**src/rtl/systolic_skew_feeder.sv**
```systemverilog
// Operand feeder for a DIM x DIM systolic PE array.
// Latches matrices A and B on start, then streams them into the array's left
// and top edges as a diagonally skewed wavefront. done_o pulses once the last
// PE has taken its final product.
module systolic_skew_feeder #(
    parameter int DATA_WIDTH = 32,
    parameter int DIM        = 4
) (
    input  logic                             clk_i,
    input  logic                             rst_i,
    input  logic                             start_i,
    input  logic [DIM*DIM*DATA_WIDTH-1:0]    a_flat_i,
    input  logic [DIM*DIM*DATA_WIDTH-1:0]    b_flat_i,
    output logic [DIM*DATA_WIDTH-1:0]        left_o,
    output logic [DIM*DATA_WIDTH-1:0]        up_o,
    output logic                             busy_o,
    output logic                             done_o
);

    localparam int MAT_W = DIM * DIM * DATA_WIDTH;
    localparam int VEC_W = DIM * DATA_WIDTH;
    localparam int T_W   = $clog2(3 * DIM);

    // Last step carrying operands, and the last step before the done edge.
    localparam logic [T_W-1:0] T_FEED_LAST  = T_W'(2 * DIM - 2);
    localparam logic [T_W-1:0] T_DRAIN_LAST = T_W'(3 * DIM - 3);

    typedef enum logic [1:0] {
        IDLE,
        FEED,
        DRAIN
    } state_t;

    state_t           state_q, state_d;
    logic [T_W-1:0]   t_q, t_d;
    logic [VEC_W-1:0] left_d, up_d;
    logic             done_d;
    logic             load;
    logic [MAT_W-1:0] a_q, b_q;

    // Row r of the left edge carries A[r][s-r] while that index is inside the matrix.
    function automatic logic [VEC_W-1:0] left_step(input logic [MAT_W-1:0] a, input int s);
        logic [VEC_W-1:0] v;
        v = '0;
        for (int r = 0; r < DIM; r++) begin
            int k;
            k = s - r;
            if (k >= 0 && k < DIM)
                v[r*DATA_WIDTH +: DATA_WIDTH] = a[(r*DIM+k)*DATA_WIDTH +: DATA_WIDTH];
        end
        return v;
    endfunction

    // Column c of the top edge carries B[s-c][c] while that index is inside the matrix.
    function automatic logic [VEC_W-1:0] up_step(input logic [MAT_W-1:0] b, input int s);
        logic [VEC_W-1:0] v;
        v = '0;
        for (int c = 0; c < DIM; c++) begin
            int k;
            k = s - c;
            if (k >= 0 && k < DIM)
                v[c*DATA_WIDTH +: DATA_WIDTH] = b[(k*DIM+c)*DATA_WIDTH +: DATA_WIDTH];
        end
        return v;
    endfunction

    // Next-state, next-step outputs and operand-capture decision.
    always_comb begin
        // NOTE: every signal gets a default before the case so no path can infer a latch.
        state_d = state_q;
        t_d     = t_q;
        left_d  = '0;
        up_d    = '0;
        done_d  = 1'b0;
        load    = 1'b0;
        case (state_q)
            IDLE: begin
                if (start_i) begin
                    // Step 0 comes straight from the inputs; the latched copy is not valid yet.
                    load    = 1'b1;
                    state_d = FEED;
                    t_d     = '0;
                    left_d  = left_step(a_flat_i, 0);
                    up_d    = up_step(b_flat_i, 0);
                end
            end
            FEED: begin
                t_d = t_q + 1'b1;
                if (t_q == T_FEED_LAST) begin
                    state_d = DRAIN;
                end else begin
                    left_d = left_step(a_q, int'(t_q) + 1);
                    up_d   = up_step(b_q, int'(t_q) + 1);
                end
            end
            DRAIN: begin
                t_d = t_q + 1'b1;
                if (t_q == T_DRAIN_LAST) begin
                    state_d = IDLE;
                    t_d     = '0;
                    done_d  = 1'b1;
                end
            end
            default: begin
                state_d = IDLE;
                t_d     = '0;
            end
        endcase
    end

    // State, step counter and registered edge outputs.
    always_ff @(posedge clk_i or posedge rst_i) begin
        // NOTE: sequential state uses non-blocking assignments so all registers update together.
        if (rst_i) begin
            state_q <= IDLE;
            t_q     <= '0;
            left_o  <= '0;
            up_o    <= '0;
            done_o  <= 1'b0;
        end else begin
            state_q <= state_d;
            t_q     <= t_d;
            left_o  <= left_d;
            up_o    <= up_d;
            done_o  <= done_d;
        end
    end

    // Operand capture at the start edge; later input changes cannot disturb a running job.
    always_ff @(posedge clk_i or posedge rst_i) begin
        // NOTE: the operand store is cleared on reset so an aborted job leaves no stale data behind.
        if (rst_i) begin
            a_q <= '0;
            b_q <= '0;
        end else if (load) begin
            a_q <= a_flat_i;
            b_q <= b_flat_i;
        end
    end

    assign busy_o = (state_q != IDLE);

endmodule

```
**config.mk**
```make
export PLATFORM = sky130hd
export DESIGN_NAME = systolic_skew_feeder
export DESIGN_NICKNAME = d
export VERILOG_FILES = /design/src/rtl/systolic_skew_feeder.sv
export SDC_FILE = /design/constraint.sdc
export NUM_CORES = 2
export LEC_CHECK = 0
export CAP_MARGIN = 20
export CORE_AREA = 2 2 502 504
export DETAILED_ROUTE_END_ITERATION = 8
export DIE_AREA = 0 0 504 506
export PLACE_DENSITY = 0.57
export SLEW_MARGIN = 20
export SYNTH_ARGS = -nofsm -noshare
export SYNTH_HDL_FRONTEND = slang
export SYNTH_SLANG_ARGS = --single-unit
```
**constraint.sdc**
```tcl
create_clock -name clk_i -period 55.3 [get_ports clk_i]
set_input_delay 8.295 -clock clk_i [delete_from_list [all_inputs] [get_ports clk_i]]
set_output_delay 8.295 -clock clk_i [all_outputs]
set_load 0.02 [all_outputs]
```
==> report_table.html <==
<table>
<tr><th>Metric</th><th>Value</th></tr>
<tr><th colspan="2">Outcome</th></tr>
<tr><td>Run status</td><td>completed</td></tr>
<tr><th colspan="2">Clock tree</th></tr>
<tr><td>CTS-repair resized insts</td><td>0</td></tr>
<tr><td>Post-CTS Repair Setup Buffers</td><td>0</td></tr>
<tr><td>Root buf cell</td><td>sky130_fd_sc_hd__clkbuf_16</td></tr>
<tr><td>CTS tree</td><td>yes</td></tr>
<tr><td>Post-cts hold buffer count</td><td>0</td></tr>
<tr><td>Source-to-sink clock delay at the later pin of the worst-skew pair</td><td>about 0.86 ns</td></tr>
<tr><td>Post-CTS clock slew at the launch and capture registers of the worst setup and hold paths</td><td>0.06 ns</td></tr>
<tr><td>Num CTS Buffers</td><td>between 150 and 200</td></tr>
<tr><td>Total clock sinks</td><td>around 1.3k</td></tr>
<tr><td>CTS Buffer Depth</td><td>3</td></tr>
<tr><td>Number of H-tree levels</td><td>4</td></tr>
<tr><th colspan="2">Yosys</th></tr>
<tr><td>Synth Area per Inst</td><td>8.97 um2</td></tr>
<tr><td>Number of distinct library cell variants in the gate-level netlist after synthesis</td><td>between 70 and 80</td></tr>
<tr><td>Proportion of synthesized area in mux cells</td><td>0.145</td></tr>
<tr><td>Synthesized-area fraction occupied by xor and xnor cells</td><td>0.00266</td></tr>
<tr><td>Synth Area in Compound Gates</td><td>0.108</td></tr>
<tr><td>Post-synthesis net count</td><td>~8.3k</td></tr>
<tr><td>Sequential area share after synthesis</td><td>0.484</td></tr>
<tr><td>Post-synthesis instance area</td><td>0.0648 mm2</td></tr>
<tr><td>Top_reg_cell synth</td><td>sky130_fd_sc_hd__dfrtp_1</td></tr>
<tr><td>Simple logic cell fraction of the synthesized area</td><td>0.217</td></tr>
<tr><td>Cell count after synthesis</td><td>a little over 7k</td></tr>
<tr><td>Share of synthesized cell area in full adder, half adder and majority cells</td><td>0.00309</td></tr>
<tr><td>Number of flip-flops and latches in the synthesized netlist</td><td>between 1k and 1.5k</td></tr>
<tr><td>Combinational family with the most area after synthesis</td><td>simple AND/OR/NAND/NOR gates</td></tr>
<tr><td>Number of warning messages in the yosys log</td><td>0</td></tr>
<tr><td>Synth async-reset ratio</td><td>1.00</td></tr>
<tr><td>EDFF count, synth</td><td>0</td></tr>
<tr><th colspan="2">Power</th></tr>
<tr><td>Power per Cell Area</td><td>63.4 mW/mm2</td></tr>
<tr><td>Leakage power total</td><td>38.9 nW</td></tr>
<tr><td>Switching power</td><td>2.59 mW</td></tr>
<tr><td>Sequential Power Share</td><td>0.318</td></tr>
<tr><td>Worst VDD drop</td><td>between 0.00005 and 0.00006 V</td></tr>
<tr><td>Internal power</td><td>~2.9 mW</td></tr>
<tr><td>Switching Share</td><td>0.473</td></tr>
<tr><td>Combinational group share of total power</td><td>0.484</td></tr>
<tr><td>Portion of total power attributed to the clock network</td><td>0.198</td></tr>
<tr><th colspan="2">Die</th></tr>
<tr><td>Row count</td><td>between 150 and 200</td></tr>
<tr><td>X dimension of the die</td><td>roughly 500 um</td></tr>
<tr><td>Core Box Area</td><td>roughly 0.25 mm2</td></tr>
<tr><td>Starting Density</td><td>0.259</td></tr>
<tr><td>Die H</td><td>506 um</td></tr>
<tr><td>Area enclosed by the die boundary</td><td>about 0.26 mm2</td></tr>
<tr><td>I/O pin total</td><td>roughly 1.3k</td></tr>
<tr><th colspan="2">Final layout</th></tr>
<tr><td>Final Net Count</td><td>9262</td></tr>
<tr><td>Highest-count cells in the layout ignoring fill and taps</td><td>3215 x sky130_fd_sc_hd__nand2_1, 1284 x sky130_fd_sc_hd__clkdlybuf4s50_1, 1251 x sky130_fd_sc_hd__dfrtp_1</td></tr>
<tr><td>Share of cells above drive strength 1</td><td>0.0972</td></tr>
<tr><td>Synthesis-to-layout area growth</td><td>33.3%</td></tr>
<tr><td>Most common cell after layout, fill and taps aside</td><td>sky130_fd_sc_hd__nand2_1</td></tr>
<tr><th colspan="2">Route</th></tr>
<tr><td>Remaining antenna violation count</td><td>0</td></tr>
<tr><td>TritonRoute pass-1 iters</td><td>7</td></tr>
<tr><td>Starting DRT DRC Count</td><td>7467</td></tr>
<tr><td>Post-route DRC violation count</td><td>0</td></tr>
<tr><td>Routed length per placed instance</td><td>roughly 32 um</td></tr>
<tr><td>Via Count</td><td>about 63k</td></tr>
<tr><td>Routed vias/inst</td><td>around 5.3</td></tr>
<tr><td>Wire length reported by the detailed router</td><td>~380 mm</td></tr>
<tr><th colspan="2">STA</th></tr>
<tr><td>Minimum clock period</td><td>12.67 ns</td></tr>
<tr><td>RSZ-0062 raised after global routing</td><td>false</td></tr>
<tr><td>Sum of negative setup slack</td><td>0 ns</td></tr>
<tr><td>Maximum clock frequency</td><td>0.0789 GHz</td></tr>
<tr><td>Post-route clock period utilization</td><td>0.229</td></tr>
<tr><td>Headroom to the max-slew limit</td><td>0.189</td></tr>
<tr><td>Final hold vios</td><td>0</td></tr>
<tr><td>Final Setup Violations</td><td>0</td></tr>
<tr><td>Number of slew-limit violations in the final report</td><td>0</td></tr>
<tr><td>Clock Skews</td><td>0.0523 ns</td></tr>
<tr><td>Hold WS</td><td>about 0.47 ns</td></tr>
<tr><td>Actual slew at the worst max-slew pin</td><td>between 1 and 1.5 ns</td></tr>
<tr><th colspan="2">Setup path</th></tr>
<tr><td>Critical Path, Cell by Cell</td><td>clkdlybuf4s50_1, nand2_4, buf_4, buf_4, buf_4, buf_4, nand2_1, nand2_1</td></tr>
<tr><td>Critical Path Slowest Stage Cell</td><td>sky130_fd_sc_hd__buf_4</td></tr>
<tr><td>Data arrival time of the critical path</td><td>13.41 ns</td></tr>
<tr><td>Type of the worst setup path</td><td>in -&gt; reg</td></tr>
<tr><td>Maximum cell stage delay along the critical path</td><td>~0.94 ns</td></tr>
<tr><td>Peak fanout along the critical path</td><td>99</td></tr>
<tr><td>Crit path top cell by count</td><td>sky130_fd_sc_hd__buf_4</td></tr>
<tr><td>Setup crit start kind</td><td>input port</td></tr>
<tr><td>Type of destination of the critical path</td><td>flop</td></tr>
<tr><td>Critical path data required time</td><td>roughly 56 ns</td></tr>
<tr><th colspan="2">Placement</th></tr>
<tr><td>Gp weighted congestion</td><td>0.997</td></tr>
<tr><td>Post-detail-place hpwl</td><td>~280 mm</td></tr>
<tr><td>IO Port Bufs</td><td>1284</td></tr>
<tr><th colspan="2">Run</th></tr>
<tr><td>Maximum Capacitance Violations</td><td>0</td></tr>
<tr><th colspan="2">Global routing</th></tr>
<tr><td>Number of antenna violations at the first check in global routing</td><td>between 150 and 200</td></tr>
<tr><td>Number of global-route vias before repair</td><td>approximately 62k</td></tr>
<tr><td>Total GRT Usage</td><td>0.289</td></tr>
<tr><td>GRT Residual Overflow</td><td>0</td></tr>
<tr><td>Pin count of the biggest net entering global routing</td><td>203</td></tr>
<tr><td>Wire length of the first global-routing pass</td><td>just over 500 mm</td></tr>
<tr><th colspan="2">Hold path</th></tr>
<tr><td>Worst hold path class</td><td>reg -&gt; reg</td></tr>
</table>
path summary, 6_finish.rpt:
check                          from          end  slack, ns  depth (start not counted)
min in group asynchronous     rst_i  left_o[113]       7.89                          2
min                        b_q[344]     b_q[344]       0.47                          2
max reg2reg                  t_q[0]   left_o[57]      48.47                         16
max                         start_i     b_q[233]      42.63                          8
max in group asynchronous     rst_i     b_q[192]      43.08                          6
min reg2reg                b_q[344]     b_q[344]       0.47                          2
area by class of cell:
| type | instances | area [um2] |
|---|---|---|
| clock buffers | 208 | 4320 |
| diodes | 69 | 173 |
| inverters | 67 | 269 |
| multi-input cells | 5337 | 31100 |
| well taps | 3348 | 4190 |
| flip-flops and latches | 1255 | 31400 |
| repair buffers | 1405 | 13900 |
| clock inverters | 74 | 1030 |
| fillers | 25900 | 164000 |
logic make-up (layout without fill, tap and decap cells):
group,Yosys count,in the layout
buffers and inverters,638,1754
AND/OR/NAND/NOR,3631,3631
adder cells (fa/ha/maj),16,16
other,0,69
flip-flops,1255,1255
multiplexers,511,511
XOR/XNOR,15,15
AO/OA/AOI/OAI,1164,1164
cell usage after synthesis, types with 3 or more instances:
master | n | share of area
sky130_fd_sc_hd__a211oi_1 | 56 | 0.0065
sky130_fd_sc_hd__a21oi_1 | 478 | 0.037
sky130_fd_sc_hd__a221oi_1 | 14 | 0.0019
sky130_fd_sc_hd__a22o_1 | 51 | 0.0069
sky130_fd_sc_hd__a22oi_1 | 119 | 0.014
sky130_fd_sc_hd__a2bb2oi_1 | 4 | 0.00054
sky130_fd_sc_hd__a311oi_1 | 4 | 0.00054
sky130_fd_sc_hd__a31oi_1 | 42 | 0.0041
sky130_fd_sc_hd__a32o_1 | 3 | 0.00046
sky130_fd_sc_hd__a32oi_1 | 8 | 0.0011
sky130_fd_sc_hd__and2_1 | 21 | 0.0020
sky130_fd_sc_hd__and3_1 | 44 | 0.0042
sky130_fd_sc_hd__buf_1 | 59 | 0.0034
sky130_fd_sc_hd__buf_2 | 97 | 0.0075
sky130_fd_sc_hd__buf_4 | 11 | 0.0013
sky130_fd_sc_hd__clkbuf_1 | 403 | 0.023
sky130_fd_sc_hd__dfrtp_1 | 1255 | 0.48
sky130_fd_sc_hd__ha_1 | 16 | 0.0031
sky130_fd_sc_hd__inv_1 | 63 | 0.0036
sky130_fd_sc_hd__mux2_2 | 39 | 0.0068
sky130_fd_sc_hd__mux2i_1 | 132 | 0.020
sky130_fd_sc_hd__mux4_2 | 340 | 0.12
sky130_fd_sc_hd__nand2_1 | 3218 | 0.19
sky130_fd_sc_hd__nand2b_1 | 8 | 0.00077
sky130_fd_sc_hd__nand3_1 | 32 | 0.0025
sky130_fd_sc_hd__nand3b_1 | 3 | 0.00035
sky130_fd_sc_hd__nand4_1 | 3 | 0.00029
sky130_fd_sc_hd__nor2_1 | 214 | 0.012
sky130_fd_sc_hd__nor2_2 | 3 | 0.00029
sky130_fd_sc_hd__nor2b_1 | 36 | 0.0035
sky130_fd_sc_hd__nor3_1 | 38 | 0.0029
sky130_fd_sc_hd__o211ai_1 | 9 | 0.0010
sky130_fd_sc_hd__o21ai_0 | 222 | 0.017
sky130_fd_sc_hd__o221ai_1 | 7 | 0.00095
sky130_fd_sc_hd__o22a_1 | 15 | 0.0020
sky130_fd_sc_hd__o22ai_1 | 84 | 0.0081
sky130_fd_sc_hd__o311ai_0 | 18 | 0.0024
sky130_fd_sc_hd__o31ai_1 | 6 | 0.00069
sky130_fd_sc_hd__xnor2_1 | 5 | 0.00068
sky130_fd_sc_hd__xor2_1 | 6 | 0.00081
flip-flops by register name (all words and copies together) (netlist names):
register  cells
a_q         512
b_q         480
done_o        1
left_o      128
state_q       2
t_q           4
up_o        128
through the flow:
step,std cells,power (mW),util,setup slack [ns],cell area (um2)
4_1_cts,11700,5.42,0.345,42.78,86200
5_1_grt,11700,5.70,0.345,42.37,86300
3_3_place_gp,11400,4.27,0.323,41.97,80800
3_5_place_dp,11400,4.31,0.323,41.90,80800
6_report,11800,5.48,0.346,42.63,86400
2_1_floorplan,7230,3.14,-,11.64,64800
layer usage:
| metal | part of all wire | GRT usage | vias to the layer above |
|---|---|---|---|
| met3 | 0.093 | 0.0800 | 989 |
| met1 | 0.35 | 0.324 | 31300 |
| li1 | - | - | 26500 |
| met4 | 0.080 | 0.198 | 100 |
| met5 | 0.0016 | 0 | - |
| met2 | 0.48 | 0.478 | 3903 |
worst max-delay path: cells and delay by family:
| kind | cells | cell delay, ns |
|---|---|---|
| simple gates | 3 | 0.95 |
| buf+inv | 5 | 3.89 |
power groups by stage:
stage	combinational (mW)	clock (mW)	sequential, mW
floorplan	1.56	0	1.57
global placement	2.54	0	1.73
detailed placement	2.57	0	1.74
CTS	2.58	1.10	1.73
global route	2.79	1.14	1.77
finish	2.65	1.09	1.74
No activity file was read; power rests on OpenSTA's default activity.
